--- src/rtl/moment_ram_arbiter.sv ---
// Two-port arbiter in front of the single-port moment_ram.
// Grants one requester per cycle and routes read data back to its issuer.
module moment_ram_arbiter #(
    parameter int DEPTH          = 256,
    parameter int ADDRESS_WIDTH  = $clog2(DEPTH),
    parameter int DATA_WIDTH     = 32,
    parameter int READ_LATENCY   = 1,
    parameter bit FIXED_PRIORITY = 1'b0
) (
    input  logic                         Clk,
    input  logic                         Reset,
    input  logic                         p0_req,
    input  logic                         p0_we,
    input  logic [ADDRESS_WIDTH-1:0]     p0_addr,
    input  logic signed [DATA_WIDTH-1:0] p0_wdata,
    output logic                         p0_gnt,
    output logic                         p0_rvalid,
    output logic signed [DATA_WIDTH-1:0] p0_rdata,
    input  logic                         p1_req,
    input  logic                         p1_we,
    input  logic [ADDRESS_WIDTH-1:0]     p1_addr,
    input  logic signed [DATA_WIDTH-1:0] p1_wdata,
    output logic                         p1_gnt,
    output logic                         p1_rvalid,
    output logic signed [DATA_WIDTH-1:0] p1_rdata,
    output logic [ADDRESS_WIDTH-1:0]     address,
    output logic                         WE,
    output logic signed [DATA_WIDTH-1:0] data_in,
    input  logic signed [DATA_WIDTH-1:0] data_out
);

    typedef struct packed {
        logic valid;
        logic port;
        logic oor;
    } rd_entry_t;

    rd_entry_t pipe [READ_LATENCY];
    rd_entry_t rd_push;
    rd_entry_t rd_exit;
    logic      last_winner;
    logic      g0;
    logic      g1;
    logic      in0;
    logic      in1;

    generate
        if (DEPTH == (1 << ADDRESS_WIDTH)) begin : g_full
            assign in0 = 1'b1;
            assign in1 = 1'b1;
        end else begin : g_partial
            localparam logic [ADDRESS_WIDTH:0] DEPTH_W = (ADDRESS_WIDTH+1)'(DEPTH);
            assign in0 = {1'b0, p0_addr} < DEPTH_W;
            assign in1 = {1'b0, p1_addr} < DEPTH_W;
        end
    endgenerate

    // Tie goes to the port that did not win last; reset blocks all grants.
    always_comb begin
        g0 = 1'b0;
        g1 = 1'b0;
        if (!Reset) begin
            if (p0_req && (!p1_req || FIXED_PRIORITY || last_winner))
                g0 = 1'b1;
            else if (p1_req)
                g1 = 1'b1;
        end
    end

    assign p0_gnt = g0;
    assign p1_gnt = g1;

    always_comb begin
        address = '0;
        WE      = 1'b0;
        data_in = '0;
        rd_push = '0;
        if (g0) begin
            address = p0_addr;
            WE      = p0_we & in0;
            data_in = p0_wdata;
            rd_push = '{valid: ~p0_we, port: 1'b0, oor: ~in0};
        end else if (g1) begin
            address = p1_addr;
            WE      = p1_we & in1;
            data_in = p1_wdata;
            rd_push = '{valid: ~p1_we, port: 1'b1, oor: ~in1};
        end
    end

    assign rd_exit = pipe[READ_LATENCY-1];

    always_ff @(posedge Clk) begin
        if (Reset) begin
            for (int i = 0; i < READ_LATENCY; i++)
                pipe[i] <= '0;
            last_winner <= 1'b1;
            p0_rvalid   <= 1'b0;
            p1_rvalid   <= 1'b0;
            p0_rdata    <= '0;
            p1_rdata    <= '0;
        end else begin
            pipe[0] <= rd_push;
            for (int i = 1; i < READ_LATENCY; i++)
                pipe[i] <= pipe[i-1];
            if (g0 || g1)
                last_winner <= g1;
            p0_rvalid <= rd_exit.valid & ~rd_exit.port;
            p1_rvalid <= rd_exit.valid & rd_exit.port;
            // Out-of-range reads return zero instead of whatever the RAM drives.
            if (rd_exit.valid && !rd_exit.port)
                p0_rdata <= rd_exit.oor ? '0 : data_out;
            if (rd_exit.valid && rd_exit.port)
                p1_rdata <= rd_exit.oor ? '0 : data_out;
        end
    end

endmodule

--- config.mk ---
export PLATFORM = sky130hd
export DESIGN_NAME = moment_ram_arbiter
export DESIGN_NICKNAME = d
export VERILOG_FILES = /design/src/rtl/moment_ram_arbiter.sv
export SDC_FILE = /design/constraint.sdc
export NUM_CORES = 1
export LEC_CHECK = 0
export CORE_MARGIN = 2
export CORE_UTILIZATION = 32
export DETAILED_ROUTE_END_ITERATION = 12
export MAX_ROUTING_LAYER = met4
export PLACE_DENSITY = 0.82
export SLEW_MARGIN = 20
export SYNTH_ARGS = -nofsm -noshare
export SYNTH_HDL_FRONTEND = slang
export SYNTH_SLANG_ARGS = --single-unit
--- constraint.sdc ---
create_clock -name Clk -period 1.5 [get_ports Clk]
set_clock_uncertainty 0.1 [all_clocks]
set_input_delay 0.375 -clock Clk [delete_from_list [all_inputs] [get_ports Clk]]
set_output_delay 0.375 -clock Clk [all_outputs]
set_load 0.01 [all_outputs]
==> results of run 1 <==
[metal layers]
layer  vias up  GRT usage [%]  wire, µm
li1       1820              -         -
met1      1709           21.5      4410
met2       188           39.4      6280
met3        26           4.14       706
met4         0           10.9       407
met5         -              -         0
[layout by cell type (no fill, tap or decap), types with 2 or more instances in the layout]
| cell | synthesis | final |
|---|---|---|
| inv_6 | 0 | 2 |
| clkdlybuf4s15_2 | 0 | 2 |
| a32oi_1 | 41 | 32 |
| dlygate4sd2_1 | 0 | 61 |
| and2b_1 | 2 | 2 |
| clkdlybuf4s50_1 | 0 | 114 |
| buf_6 | 12 | 8 |
| a21oi_2 | 7 | 7 |
| a32oi_2 | 0 | 9 |
| nand2_1 | 132 | 131 |
| buf_4 | 4 | 12 |
| diode_2 | 0 | 4 |
| buf_2 | 7 | 43 |
| clkinvlp_4 | 0 | 4 |
| buf_12 | 0 | 7 |
| clkbuf_8 | 5 | 9 |
| a21oi_1 | 57 | 57 |
| nor2_1 | 43 | 42 |
| clkdlybuf4s15_1 | 0 | 4 |
| dfxtp_1 | 69 | 68 |
[power by group]
group	leakage [µW]	total [µW]	switching [µW]	internal, µW
sequential	0.000560	1920	31.8	1890
clock	0.0000804	1380	761	621
combinational	0.00173	998	440	557
[stage by stage]
step | TNS, ps | util [%] | area, µm² | worst slack, ps
after global placement | -44400 | 56.9 | 5540 | -1060
after global routing | -20430 | 57.2 | 5570 | -517
after floorplan | -3210 | - | 3210 | -86.6
final | -17140 | 57.2 | 5570 | -446
after detailed placement | -44570 | 56.9 | 5540 | -1090
after CTS | -16710 | 57.2 | 5570 | -456
[worst max-delay path: stages (launching register included)]
cell and delay [ps]:
dfxtp_4 360, nand2b_4 150, buf_12 160, a32oi_2 220, nor2_1 70, buf_2 140
[synth_stat cells]
cell,count
nand2b_2,1
buf_8,4
a32oi_1,41
buf_2,7
o31ai_1,1
nor3b_1,1
clkbuf_8,5
a21oi_1,57
nor2_1,43
dfxtp_1,69
buf_4,4
a21oi_2,7
clkbuf_1,8
and3b_2,1
o21ai_0,1
a21boi_4,1
buf_6,12
nand2b_1,2
nand2_1,132
and2b_1,2
buf_1,1
nor2b_1,1
and2_1,1
[kinds of logic (layout without fill, tap and decap cells)]
kind of cell / after synthesis / in the layout / share of synthesized area [%]
and+or+nand+nor: 184 / 184 / 22.6
other: 0 / 4 / 0
DFF: 69 / 69 / 43.1
buffers and inverters: 41 / 268 / 11.3
AOI/OAI and AO/OA: 108 / 108 / 23.0
[what timing repair did]
action	in CTS	in global routing
buffers inserted	4	0
endpoints found under the setup margin	110	48
cloned	1	1
resized for setup	251	22
hold buffers	0	0
pin swaps	25	8
[state kept, by name, summed over array words and instances, names as in the netlist]
| name | count |
|---|---|
| p1_rdata | 32 |
| p0_rdata | 32 |
| p0_rvalid | 1 |
| last_winner | 1 |
| pipe | 2 |
| p1_rvalid | 1 |
[path summary, 6_finish.rpt]
check | depth (start not counted) | endpoint
max | 5 | data_in[7]
min | 3 | last_winner
max reg2reg | 4 | p0_rdata[24]
min reg2reg | 2 | p0_rdata[7]
[layout make-up]
cell class / instances / share of cell area, %
repair buffers: 252 / 40.9
multi-input cells: 292 / 27.7
flip-flops and latches: 69 / 24.9
well taps: 133 / 2.99
clock buffers: 9 / 2.23
clock inverters: 7 / 1.06
diodes: 4 / 0.180
==> qor.yml, run 1 <==
job:
  cap_violations: 0
final_layout:
  multi_input_area_um2: 1540
  syn_to_final_growth_pct: 73.7
  seq_area_um2: 1390
  n_fill_cell: 892
  fin_nets: 742
  finalNonFillerCells: 766
  drive_above_1_share_pct: 18.0
placement:
  place_inst: 742
  place_hpwl_um: 8900
  routabilityCongestion: 0.903
  portBuffers: 226
drt:
  antenna_left: 0
  dr.pass1.iters: 4
  avgRoutedWirePerCell_um: 15.4
  drt_iter0_drc: 211
  route.final.wire_length_um: 11800
  drc: 0
  viasPerCell: 4.89
  vias: 3743
grt:
  grt_usage_pct: 21.4
  first_global_vias: 3656
  antenna_found_initial: 4
  grt_first_pass_wirelength_um: 18000
  grt_max_degree: 41
  globalRouteOverflowTotal: 0
worst_setup_path:
  critPathArrivalTime_ps: 1470
  cp-end-kind: "primary output"
  rrSetupSlack_ps: 200
  cp.required_ps: 1020
  critPathLaunchType: "flip-flop"
  crit_fanout: 28
  crit_path_start: "last_winner"
  r2r-start: "pipe[0][2]"
  critical_path_class: "flip-flop to primary output"
yosys:
  ys_warn_count: 0
  yosys_register_bits: 69
  synth_area_leader_cell: "dfxtp_1"
  yosysTopAreaCellShare_pct: 43.1
  syn_area_um2: 3200
  synth.avg_cell_area_um2: 7.97
  synth_nets: 520
  syn_inst: 402
  yosysSeqAreaShare_pct: 43.1
  synthTopCellsByArea: "dfxtp_1 43%, nand2_1 15%, a32oi_1 11%, a21oi_1 8.9%, nor2_1 5.0%"
  synth_cell_types: 23
sta:
  max-slew-margin-rel_pct: 70.8
  fin_crit_sh_pct: 130
  rsz0062_at_grt: "yes"
  fmax_mhz: 514
  worst_slew_pin_slew_ps: 438
  fin_ws_ps: -446
  post-route-min-period_ps: 1950
  final_max_slew_viol_count: 0
  hold_ws_ps: 337
  setup_viol: 43
  hold_viol_final: 0
worst_hold_path:
  hold_path.class: "input port to flip-flop"
  hp-start: "p1_req"
pwr:
  p_total_uw: 4300
  vdd_drop_max_mv: 0.346
  p_leak_uw: 0.00237
  power_density_nw_per_um2: 773
floorplan:
  rows: 36
  die_height_um: 104
  dieArea_um2: 10800
  ios: 227
  core_um2: 9730
  die_x_um: 104
  start_util_pct: 32.9
clock_network:
  cts_tree: "done"
  h-tree-depth: 3
  cts_made_buffers: 9
  clk_pin_slew_ps: 80
  clock-root-buffer: "clkbuf_8"
  clk_latency_ps: 340
  cts_buffer_depth: 2
  cts.sinks: 69
run_status:
  outcome: "complete, but fails checks"
  failed_checks: "setup timing"
Note: power is estimated with default switching activity, not from simulation.
==> inputs of run 2 (changes only) <==
--- a/config.mk
+++ b/config.mk
@@ -10,6 +10,7 @@
 export DETAILED_ROUTE_END_ITERATION = 12
 export MAX_ROUTING_LAYER = met4
 export PLACE_DENSITY = 0.82
+export SETUP_SLACK_MARGIN = 0.1
 export SLEW_MARGIN = 20
 export SYNTH_ARGS = -nofsm -noshare
 export SYNTH_HDL_FRONTEND = slang
==> qor.yml, run 2 (same netlist as run 1, synthesis figures left out) <==
grt:
  grt_usage_pct: 23.2  # was 21.4%
  first_global_vias: 3826  # was 3656
  grt_first_pass_wirelength_um: 19400  # was 18000 µm
  antenna_found_initial: 3  # was 4
  globalRouteOverflowTotal: 0  # unchanged
  grt_max_degree: 61  # was 41
sta:
  fmax_mhz: 501  # was 514 MHz
  post-route-min-period_ps: 1990  # was 1950 ps
  fin_crit_sh_pct: 133  # was 130%
  max-slew-margin-rel_pct: 57.2  # was 70.8%
  hold_viol_final: 0  # unchanged
  rsz0062_at_grt: "yes"  # unchanged
  final_max_slew_viol_count: 0  # unchanged
  setup_viol: 43  # unchanged
  worst_slew_pin_slew_ps: 642  # was 438 ps
  fin_ws_ps: -494  # was -446 ps
worst_setup_path:
  r2r-start: "last_winner"  # was pipe[0][2]
  critical_path_class: "flip-flop to primary output"  # unchanged
  rr_worst_depth: 6  # was 4
  slowest_stage: "dfxtp_2"  # was dfxtp_4
  critPathLaunchType: "flip-flop"  # unchanged
  cp.required_ps: 1020  # about the same
  path_cells: "a21boi_4 > buf_6 > buf_12 > a32oi_1 > nor2_1 > buf_2"  # was nand2b_4 > buf_12 > a32oi_2 > nor2_1 > buf_2
  critPathArrivalTime_ps: 1520  # was 1470 ps
  rr_endpoint: "pipe[0][2]"  # was p0_rdata[24]
  rrSetupSlack_ps: 130  # was 200 ps
  slowest_delay_ps: 340  # was 360 ps
  cp-end-kind: "primary output"  # unchanged
  critical_path.endpoint: "data_in[6]"  # was data_in[7]
  crit_path_start: "last_winner"  # unchanged
  crit_fanout: 9  # was 28
floorplan:
  start_util_pct: 32.9  # unchanged
  core_um2: 9730  # unchanged
  die_height_um: 104  # unchanged
  die_x_um: 104  # unchanged
  ios: 227  # unchanged
  rows: 36  # unchanged
  dieArea_um2: 10800  # unchanged
pwr:
  vdd_drop_max_mv: 0.453  # was 0.346 mV
  p_leak_uw: 0.00232  # was 0.00237 µW
  power_density_nw_per_um2: 816  # was 773 nW/µm²
clock_network:
  clock-root-buffer: "clkbuf_8"  # unchanged
  cts-hold-fix-buffers: 0  # unchanged
  cts.sinks: 69  # unchanged
  cts_tree: "done"  # unchanged
  h-tree-depth: 3  # unchanged
  clk_pin_slew_ps: 70  # was 80 ps
  clk_latency_ps: 330  # was 340 ps
  cts_made_buffers: 9  # unchanged
  cts_buffer_depth: 2  # unchanged
final_layout:
  syn_to_final_growth_pct: 76.8  # was 73.7%
  final_cell_mix: "132 x nand2_1, 114 x clkdlybuf4s50_1, 81 x buf_2"  # was 131 x nand2_1, 114 x clkdlybuf4s50_1, 68 x dfxtp_1
  utilization_pct: 58.2  # was 57.2%
  mostFrequentLayoutCell: "nand2_1"  # unchanged
  n_fill_cell: 881  # was 892
  largestRegisters: "p0_rdata (32), p1_rdata (32), pipe (2)"  # unchanged
  drive_above_1_share_pct: 33.9  # was 18.0%
  finalNonFillerCells: 775  # was 766
  fin_nets: 751  # was 742
drt:
  dr.pass1.iters: 5  # was 4
  antenna_left: 0  # unchanged
  viasPerCell: 5.02  # was 4.89
  drt_iter0_drc: 167  # was 211
  avgRoutedWirePerCell_um: 16.9  # was 15.4 µm
  vias: 3890  # was 3743
  drc: 0  # unchanged
  route.final.wire_length_um: 13100  # was 11800 µm
job:
  cap_violations: 0  # unchanged
placement:
  portBuffers: 226  # unchanged
  routabilityCongestion: 0.842  # was 0.903
  place_hpwl_um: 9190  # was 8900 µm
  place_inst: 741  # was 742
  place_ws_ps: -1050  # was -1090 ps
run_status:
  outcome: "complete, but fails checks"  # unchanged
  failed_checks: "setup timing"  # unchanged
worst_hold_path:
  hold_path.class: "flip-flop to flip-flop"  # was input port to flip-flop
  hp-start: "p0_rdata[31]"  # was p1_req
## run 2: changes by cell type in the layout (fill, tap and decap cells not counted), sizes merged
cell / change
buf: +46
bufinv: +1
clkbuf: +17
clkdlybuf4s15: +10
clkinvlp: -2
dlygate4sd2: -61
inv: -2
## run 2: worst min path at each step
stage | cells past startpoint | end
after floorplan | 1 | p0_rvalid
after global placement | 2 | p1_rdata[20]
after detailed placement | 2 | p1_rdata[21]
after CTS | 3 | last_winner
after global routing | 3 | last_winner
final | 2 | p0_rdata[31]
## run 2: through the flow
step	power, µW	TNS (ps)	cell area (µm²)	hold WS (ps)
floorplan	2390	-3210	3220	360
global placement	3000	-42020	5500	342
detailed placement	3020	-44000	5500	346
CTS	4630	-19870	5730	314
global route	4810	-22800	5660	370
finish	4620	-19370	5670	352
## run 2: repair_timing
item / 4_1_cts / 5_1_grt
pin swaps: 40 / 2
resized for setup: 395 / 72
setup endpoints to repair: 110 / 95
gates cloned: 6 / 1
setup buffers: 5 / 2
## run 2: area by class of cell
| type | instances | area [µm²] | share of cell area [%] |
|---|---|---|---|
| Antenna cell | 4 | 10.0 | 0.177 |
| Clock buffer | 12 | 165 | 2.92 |
| Clock inverter | 4 | 53.8 | 0.950 |
| Multi-Input combinational cell | 292 | 1570 | 27.7 |
| Sequential cell | 69 | 1420 | 25.0 |
| Tap cell | 133 | 166 | 2.94 |
| Timing Repair Buffer | 261 | 2290 | 40.3 |
## run 2: report_power, final
group / internal [µW] / leakage (µW) / switching [µW]
clock: 910 / 0.000105 / 702
sequential: 1890 / 0.000573 / 31.8
combinational: 602 / 0.00164 / 480
total: 3410 / 0.00232 / 1210
## run 2: worst max-delay path: cells and delay by family (launching register included)
kind / cells / cell delay (ps)
AND/OR/NAND/NOR: 1 / 130
buffers and inverters: 3 / 440
AO/OA/AOI/OAI: 2 / 270
flip-flops: 1 / 340
## run 2: routing by layer
| layer | vias up | wire length (µm) | global-route usage, % |
|---|---|---|---|
| met3 | 42 | 752 | 5.58 |
| met5 | - | 0 | - |
| li1 | 1835 | - | - |
| met2 | 205 | 6690 | 42.2 |
| met4 | 0 | 765 | 12.7 |
| met1 | 1808 | 4910 | 22.7 |
